--- config.mk ---
export PLATFORM = sky130hd
export DESIGN_NAME = ps2_tx
export DESIGN_NICKNAME = d
export VERILOG_FILES = /design/src/rtl/ps2_tx.sv
export SDC_FILE = /design/constraint.sdc
export NUM_CORES = 1
export LEC_CHECK = 0
export BUFFER_PORTS_ARGS = -buffer_cell sky130_fd_sc_hd__buf_2
export CORE_UTILIZATION = 59
export CTS_CLUSTER_SIZE = 16
export DETAILED_ROUTE_END_ITERATION = 8
export GPL_TIMING_DRIVEN = 0
export PLACE_DENSITY = 0.79
export SETUP_SLACK_MARGIN = 0.2
export SLEW_MARGIN = 20
export SYNTH_ARGS = -nofsm -noshare
export SYNTH_HDL_FRONTEND = slang
export SYNTH_SLANG_ARGS = --single-unit
--- constraint.sdc ---
create_clock -name clk_ps2_tx -period 2 [get_ports clk_ps2_tx]
set_input_delay 0.2 -clock clk_ps2_tx [delete_from_list [all_inputs] [get_ports clk_ps2_tx]]
set_output_delay 0.2 -clock clk_ps2_tx [all_outputs]
set_load 0.03 [all_outputs]
--- src/rtl/ps2_tx.sv ---
// PS/2 host-to-device transmitter: request-to-send, start/data/parity/stop framing
// and ack sampling, all clocked off a glitch-filtered copy of the device clock.
module ps2_tx #(
    parameter int RTS_CYCLES = 5000,
    parameter int FILT_LEN   = 8
) (
    input  logic       clk_ps2_tx,
    input  logic       reset_ps2_tx,
    input  logic       wr_ps2_tx,
    input  logic [7:0] din_ps2_tx,
    input  logic       ps2c_in_ps2_tx,
    input  logic       ps2d_in_ps2_tx,
    output logic       ps2c_oe_ps2_tx,
    output logic       ps2d_oe_ps2_tx,
    output logic       tx_idle_ps2_tx,
    output logic       tx_done_tick_ps2_tx,
    output logic       tx_ack_err_ps2_tx
);
    localparam int RW = (RTS_CYCLES > 1) ? $clog2(RTS_CYCLES + 1) : 1;

    typedef enum logic [2:0] {S_IDLE, S_RTS, S_START, S_DATA, S_STOP} state_t;

    state_t              r_state;
    logic [FILT_LEN-1:0] r_filt;
    logic                r_fc;
    logic                r_fall;
    logic [RW-1:0]       r_rts_cnt;
    logic [3:0]          r_bit_cnt;
    logic [8:0]          r_shift;
    logic                r_c_oe;
    logic                r_d_oe;
    logic                r_done;
    logic                r_ack_err;
    logic                w_all0;
    logic                w_all1;

    assign w_all0 = (r_filt == '0);
    assign w_all1 = (r_filt == '1);

    // Filtered level only moves once the whole window agrees; the tick marks 1->0.
    always_ff @(posedge clk_ps2_tx) begin
        if (reset_ps2_tx) begin
            r_filt <= '1;
            r_fc   <= 1'b1;
            r_fall <= 1'b0;
        end else begin
            r_filt <= {ps2c_in_ps2_tx, r_filt[FILT_LEN-1:1]};
            r_fall <= 1'b0;
            if (w_all1) begin
                r_fc <= 1'b1;
            end else if (w_all0) begin
                r_fc   <= 1'b0;
                r_fall <= r_fc;
            end
        end
    end

    always_ff @(posedge clk_ps2_tx) begin
        if (reset_ps2_tx) begin
            r_state   <= S_IDLE;
            r_rts_cnt <= '0;
            r_bit_cnt <= '0;
            r_shift   <= '0;
            r_c_oe    <= 1'b0;
            r_d_oe    <= 1'b0;
            r_done    <= 1'b0;
            r_ack_err <= 1'b0;
        end else begin
            r_done <= 1'b0;
            case (r_state)
                S_IDLE: begin
                    r_c_oe <= 1'b0;
                    r_d_oe <= 1'b0;
                    if (wr_ps2_tx) begin
                        r_shift   <= {~^din_ps2_tx, din_ps2_tx};
                        r_rts_cnt <= RW'(RTS_CYCLES - 1);
                        r_ack_err <= 1'b0;
                        r_c_oe    <= 1'b1;
                        r_state   <= S_RTS;
                    end
                end
                S_RTS: begin
                    if (r_rts_cnt == '0) begin
                        r_c_oe  <= 1'b0;
                        r_d_oe  <= 1'b1;
                        r_state <= S_START;
                    end else begin
                        r_rts_cnt <= r_rts_cnt - RW'(1);
                    end
                end
                S_START: begin
                    if (r_fall) begin
                        r_bit_cnt <= 4'd8;
                        r_d_oe    <= ~r_shift[0];
                        r_state   <= S_DATA;
                    end
                end
                S_DATA: begin
                    // Line always shows shift[0]; advance it on each device clock fall.
                    if (r_fall) begin
                        if (r_bit_cnt == 4'd0) begin
                            r_d_oe  <= 1'b0;
                            r_state <= S_STOP;
                        end else begin
                            r_shift   <= {1'b0, r_shift[8:1]};
                            r_bit_cnt <= r_bit_cnt - 4'd1;
                            r_d_oe    <= ~r_shift[1];
                        end
                    end
                end
                S_STOP: begin
                    if (r_fall) begin
                        r_done    <= 1'b1;
                        r_ack_err <= ps2d_in_ps2_tx;
                        r_state   <= S_IDLE;
                    end
                end
                default: r_state <= S_IDLE;
            endcase
        end
    end

    assign ps2c_oe_ps2_tx      = r_c_oe;
    assign ps2d_oe_ps2_tx      = r_d_oe;
    assign tx_idle_ps2_tx      = (r_state == S_IDLE);
    assign tx_done_tick_ps2_tx = r_done;
    assign tx_ack_err_ps2_tx   = r_ack_err;
endmodule
After elaboration in Yosys (flattened, before gate mapping):

Cells that the tools add are included.

* $add $sub $neg: 2
* multipliers: 0
* divide/modulo/power cells: 0
* $lt $le $gt $ge: 0
* eq/ne operators: 13
* shifts and indexed selects: 0
* multiplexer cells: 30
* bitwise logic cells: 4
* reduce and logical (&&, ||, !) cells: 20

Operators by type and width (count)
* $mux 9: 3
* $mux 13: 2
* $pmux 13 s2: 1
* $mux 3: 6
* $pmux 9 s2: 1
* $ne 2x2->1 const B: 8
* $pmux 3 s5: 1
* $logic_not 13->1: 1
* $sub 13x1->13 const B: 1
* $mux 4: 3
* $reduce_and 4->1: 3
* $mux 1: 9
* $eq 8x8->1 const B: 1
* $logic_not 8->1: 1
* $pmux 4 s2: 1
* $reduce_bool 2->1: 4
* $reduce_xnor 8->1: 1
* $eq 3x2->1 const B: 2
* $reduce_and 3->1: 2
* $reduce_and 6->1: 1
* $logic_not 4->1: 1
* $not 1->1: 4
* $pmux 1 s2: 2
* $pmux 1 s4: 1
* 8 further kinds: 9

* bits in registers: 43
* latch bits: 0
* bits in writable memories: 0
* ROM bits: 0
* logic and storage cells: 80
* memories kept: 0

Longest topological paths before layout:

* word-level depth: 4
* gate-level depth with buffers: 8
* mapped depth without buffers: 6

Least setup slack after synthesis:

Ideal clock, no wire load.

* kind: register to register
* start: register r_rts_cnt[0]
* end: register r_rts_cnt[6]
* data arrival time: 1.767 ns
* required time: 1.930 ns
* setup slack: 0.163 ns
* stages on the path, launching flop included: 7
* clock period less this slack: 1.837 ns
* cell sequence: dfxtp_1 inv_1 ha_1 or3b_4 or3_1 or4_1 a21oi_1

* cells in the longest elaborated chain, start to end: 3

Ends and longest elaborated chain
* start: declaration: RTL line 27 `logic [RW-1:0] r_rts_cnt;`
* start signal: assignment: RTL line 76 `r_rts_cnt <= RW'(RTS_CYCLES - 1);`
* start signal: assignment: RTL line 88 `r_rts_cnt <= r_rts_cnt - RW'(1);`
* $sub 13x1->13 or $logic_not 13->1 (tied branches): RTL line 88, 83
* $mux 13 or $ne 2x2->1 (tied branches)
* $pmux 13 s2 or $reduce_and 3->1 (tied branches)

Several ways; a longest one is shown, not always the timed one. The select of a mux whose other input is x is not followed.
A chain may end at the register's enable or synchronous reset.

Worst setup path after layout:

Same ends and word-level chain as after synthesis.

==> impl_metrics.toml <==
[detailed_routing]
routed_wl_um = 5426
vias = 2027
detailedRoute.firstIterationViolations = 180
via_per_inst = 6.180
drt_first_pass_iters = 4
antenna_left = 0
avgRoutedWirePerCell_um = 16.54
drcViolationCount = 0

[clock_tree]
worstSkewPairLatency_ns = 0.30
cts_num_sinks = 43
tritoncts_clock_tree = "built"
path_clk_slew_ns = 0.09
total_clock_buffers_created_by_cts = 5
clock-root-buffer = "sky130_fd_sc_hd__clkbuf_8"
clock_tree.buffer_depth = 2
h_tree_level_count = 2
hold_buffers = 0

[floorplan]
die-area_um2 = 3950
rows = 21
die_h_um = 62.85
die-width_um = 62.85
io-pin-count = 18
core-area_um2 = 3442
start_util_pct = 63.47

[place]
finalWeightedCongestion = 0.8514
detailedPlacementHpwl_um = 3291
port_buffers = 16

[pwr]
vdd.ir_drop.worst_v = 0.0006886
cellPowerDensity_nw_per_um2 = 915.6
leakage_nw = 1.077

[timing]
worst_hold_margin_ns = 0.07673
unrepaired_setup_endpoints_after_global_routing = "yes"
finalHoldViolCount = 0
worst-slew-pin-transition_ns = 0.5021
final_report_setup_violation_count = 0
fin_setup_tns_ns = 0
slew_violations = 0
worst_clock_skew_ns = 0.005922
timing.final.crit_share_pct = 95.58
max_freq_mhz = 523.1
timing.final.crit_period_ns = 1.912
slew_headroom_pct = 66.53

[yosys]
synth-compound-area-share_pct = 19.47
total_nets_after_synthesis = 261
post_synth_instance_area_um2 = 2185
synth_simple_gate_area_share_pct = 25.89
synth_top_flop_cell = "sky130_fd_sc_hd__dfxtp_1"
post_synth_num_cell_types = 53
synthXorXnorAreaFrac_pct = 3.608
ys_warnings = 0
synth-async-reset-ratio_pct = 0
count_of_flip_flops_with_a_built_in_enable_after_synthesis = 0
number_of_register_bits_inferred_by_synthesis = 43
syn-instance-count = 244
synth_top_family_by_area = "simple AND/OR/NAND/NOR gates"
syn-mean-instance-area_um2 = 8.953
synth-seq-area-share_pct = 39.40
synth_mux_area_share_pct = 3.666
synth_fa_ha_area_share_pct = 2.291

[min_path]
holdCritPathClass = "input port to register"

[global_route]
global_route.overflow_total = 0
via_count_of_the_first_global_routing_pass = 1793
antenna_violations_before_repair = 0
grt_start_max_net_pins = 15
grt_first_pass_wirelength_um = 8562
track_usage_pct = 27.73

[layout]
areaGrowthSynthToFinish_pct = 25.14
most_frequent_cells_in_the_layout = "38 x sky130_fd_sc_hd__dfxtp_1, 22 x sky130_fd_sc_hd__a21oi_1, 19 x sky130_fd_sc_hd__buf_2, 16 x sky130_fd_sc_hd__buf_4, 11 x sky130_fd_sc_hd__nor2_1"
final_common_cell = "sky130_fd_sc_hd__dfxtp_1"
nNetsFinal = 298
ant_cells = 0
fillerInstances = 226
post_route_cells_drive_above_1_share_pct = 33.69

[status]
status = "finished clean"

[critical_path]
crit_path_end_kind = "register"
setup.worst_path.start_class = "register"
worst_ep_required_time_ns = 2.23
worstPathArrival_ns = 2.15
maximum_fanout_count_along_the_critical_path = 3
setup.worst_path.class = "register to register"

[flow_run]
drv_cap = 0
## worst max-delay path: stages (launching register included)
cell and delay [ns]:
sky130_fd_sc_hd__dfxtp_2 0.33, sky130_fd_sc_hd__inv_2 0.08, sky130_fd_sc_hd__ha_4 0.15, sky130_fd_sc_hd__or3b_4 0.38, sky130_fd_sc_hd__or3_4 0.34, sky130_fd_sc_hd__or4_4 0.42
sky130_fd_sc_hd__a21oi_2 0.15
## flip-flops by register name (all words and copies together), names as in the netlist
register             cells
r_fc                     1
r_state                  3
r_fall                   1
r_filt                   8
tx_done_tick_ps2_tx      1
tx_ack_err_ps2_tx        1
r_rts_cnt               13
ps2d_oe_ps2_tx           1
r_bit_cnt                4
ps2c_oe_ps2_tx           1
r_shift                  9
## cells by family after synthesis
kind of cell	after synthesis
and+or+nand+nor	91
AOI/OAI and AO/OA	61
DFF	43
buffers and inverters	28
xor gates and xnor gates	9
muxes	8
adders and majority gates	4
## synth_stat cells (6+ instances only)
master                     instances  share of area [%]
sky130_fd_sc_hd__a21oi_1          23                5.3
sky130_fd_sc_hd__a311oi_1          8                3.2
sky130_fd_sc_hd__buf_2             6                1.4
sky130_fd_sc_hd__clkbuf_1         10                1.7
sky130_fd_sc_hd__dfxtp_1          43                 39
sky130_fd_sc_hd__inv_1             9                1.5
sky130_fd_sc_hd__mux2i_1           8                3.7
sky130_fd_sc_hd__nand2_1           9                1.5
sky130_fd_sc_hd__nand3_1           7                1.6
sky130_fd_sc_hd__nor2_1           12                2.1
sky130_fd_sc_hd__nor3_1            6                1.4
sky130_fd_sc_hd__o31ai_1           8                2.7
sky130_fd_sc_hd__or2_2             8                2.3
sky130_fd_sc_hd__or3_1             6                1.7
sky130_fd_sc_hd__or4_1            10                3.4
sky130_fd_sc_hd__xnor2_1           8                3.2
## layer usage
layer	global-route usage (%)	part of all wire, %	vias up
li1	-	-	1006
met1	35.54	44	971
met2	44.97	50	45
met3	6.204	4.5	5
met4	11.05	1.1	0
met5	0	0	-
## area by class of cell
cell class	instances	area, µm²	share of cell area [%]
timing repair buffer	30	185.2	6.773
inverter	9	33.78	1.236
tap	46	57.56	2.105
multi-input combinational	173	1356	49.61
clock inverter	3	43.79	1.602
sequential	43	867.1	31.72
buffer	19	121.4	4.439
clock buffer	5	68.82	2.517
## power by group
part	internal (mW)	switching [mW]
clock	0.372	0.314
sequential	0.939	0.0916
combinational	0.382	0.404
## repair_timing
action,in CTS,in global routing
pin swaps,8,11
endpoints found under the setup margin,16,20
gates resized for setup,16,41
setup buffers,7,7
## worst paths after layout
check / start / end / slack (ns) / cells past startpoint
max reg2reg: r_rts_cnt[0] / r_rts_cnt[6] / 0.09 / 6
min reg2reg: r_fc / r_fc / 0.46 / 1
max: r_rts_cnt[0] / r_rts_cnt[6] / 0.09 / 6
min: ps2c_in_ps2_tx / r_filt[7] / 0.08 / 2
## through the flow
step                      util (%)  area, µm²  std cells  total power, mW  worst slack (ns)
after global placement       67.87       2336        306            1.573           0.07910
after detailed placement     67.87       2336        306            1.583           0.06394
after CTS                    74.92       2579        321            2.373            0.1214
final                        79.43       2734        328            2.503           0.08840
after global routing         79.43       2734        328            2.612           0.05707
after floorplan                  -       2198        244            1.454            0.1699
(Power assumes the default switching activity.)
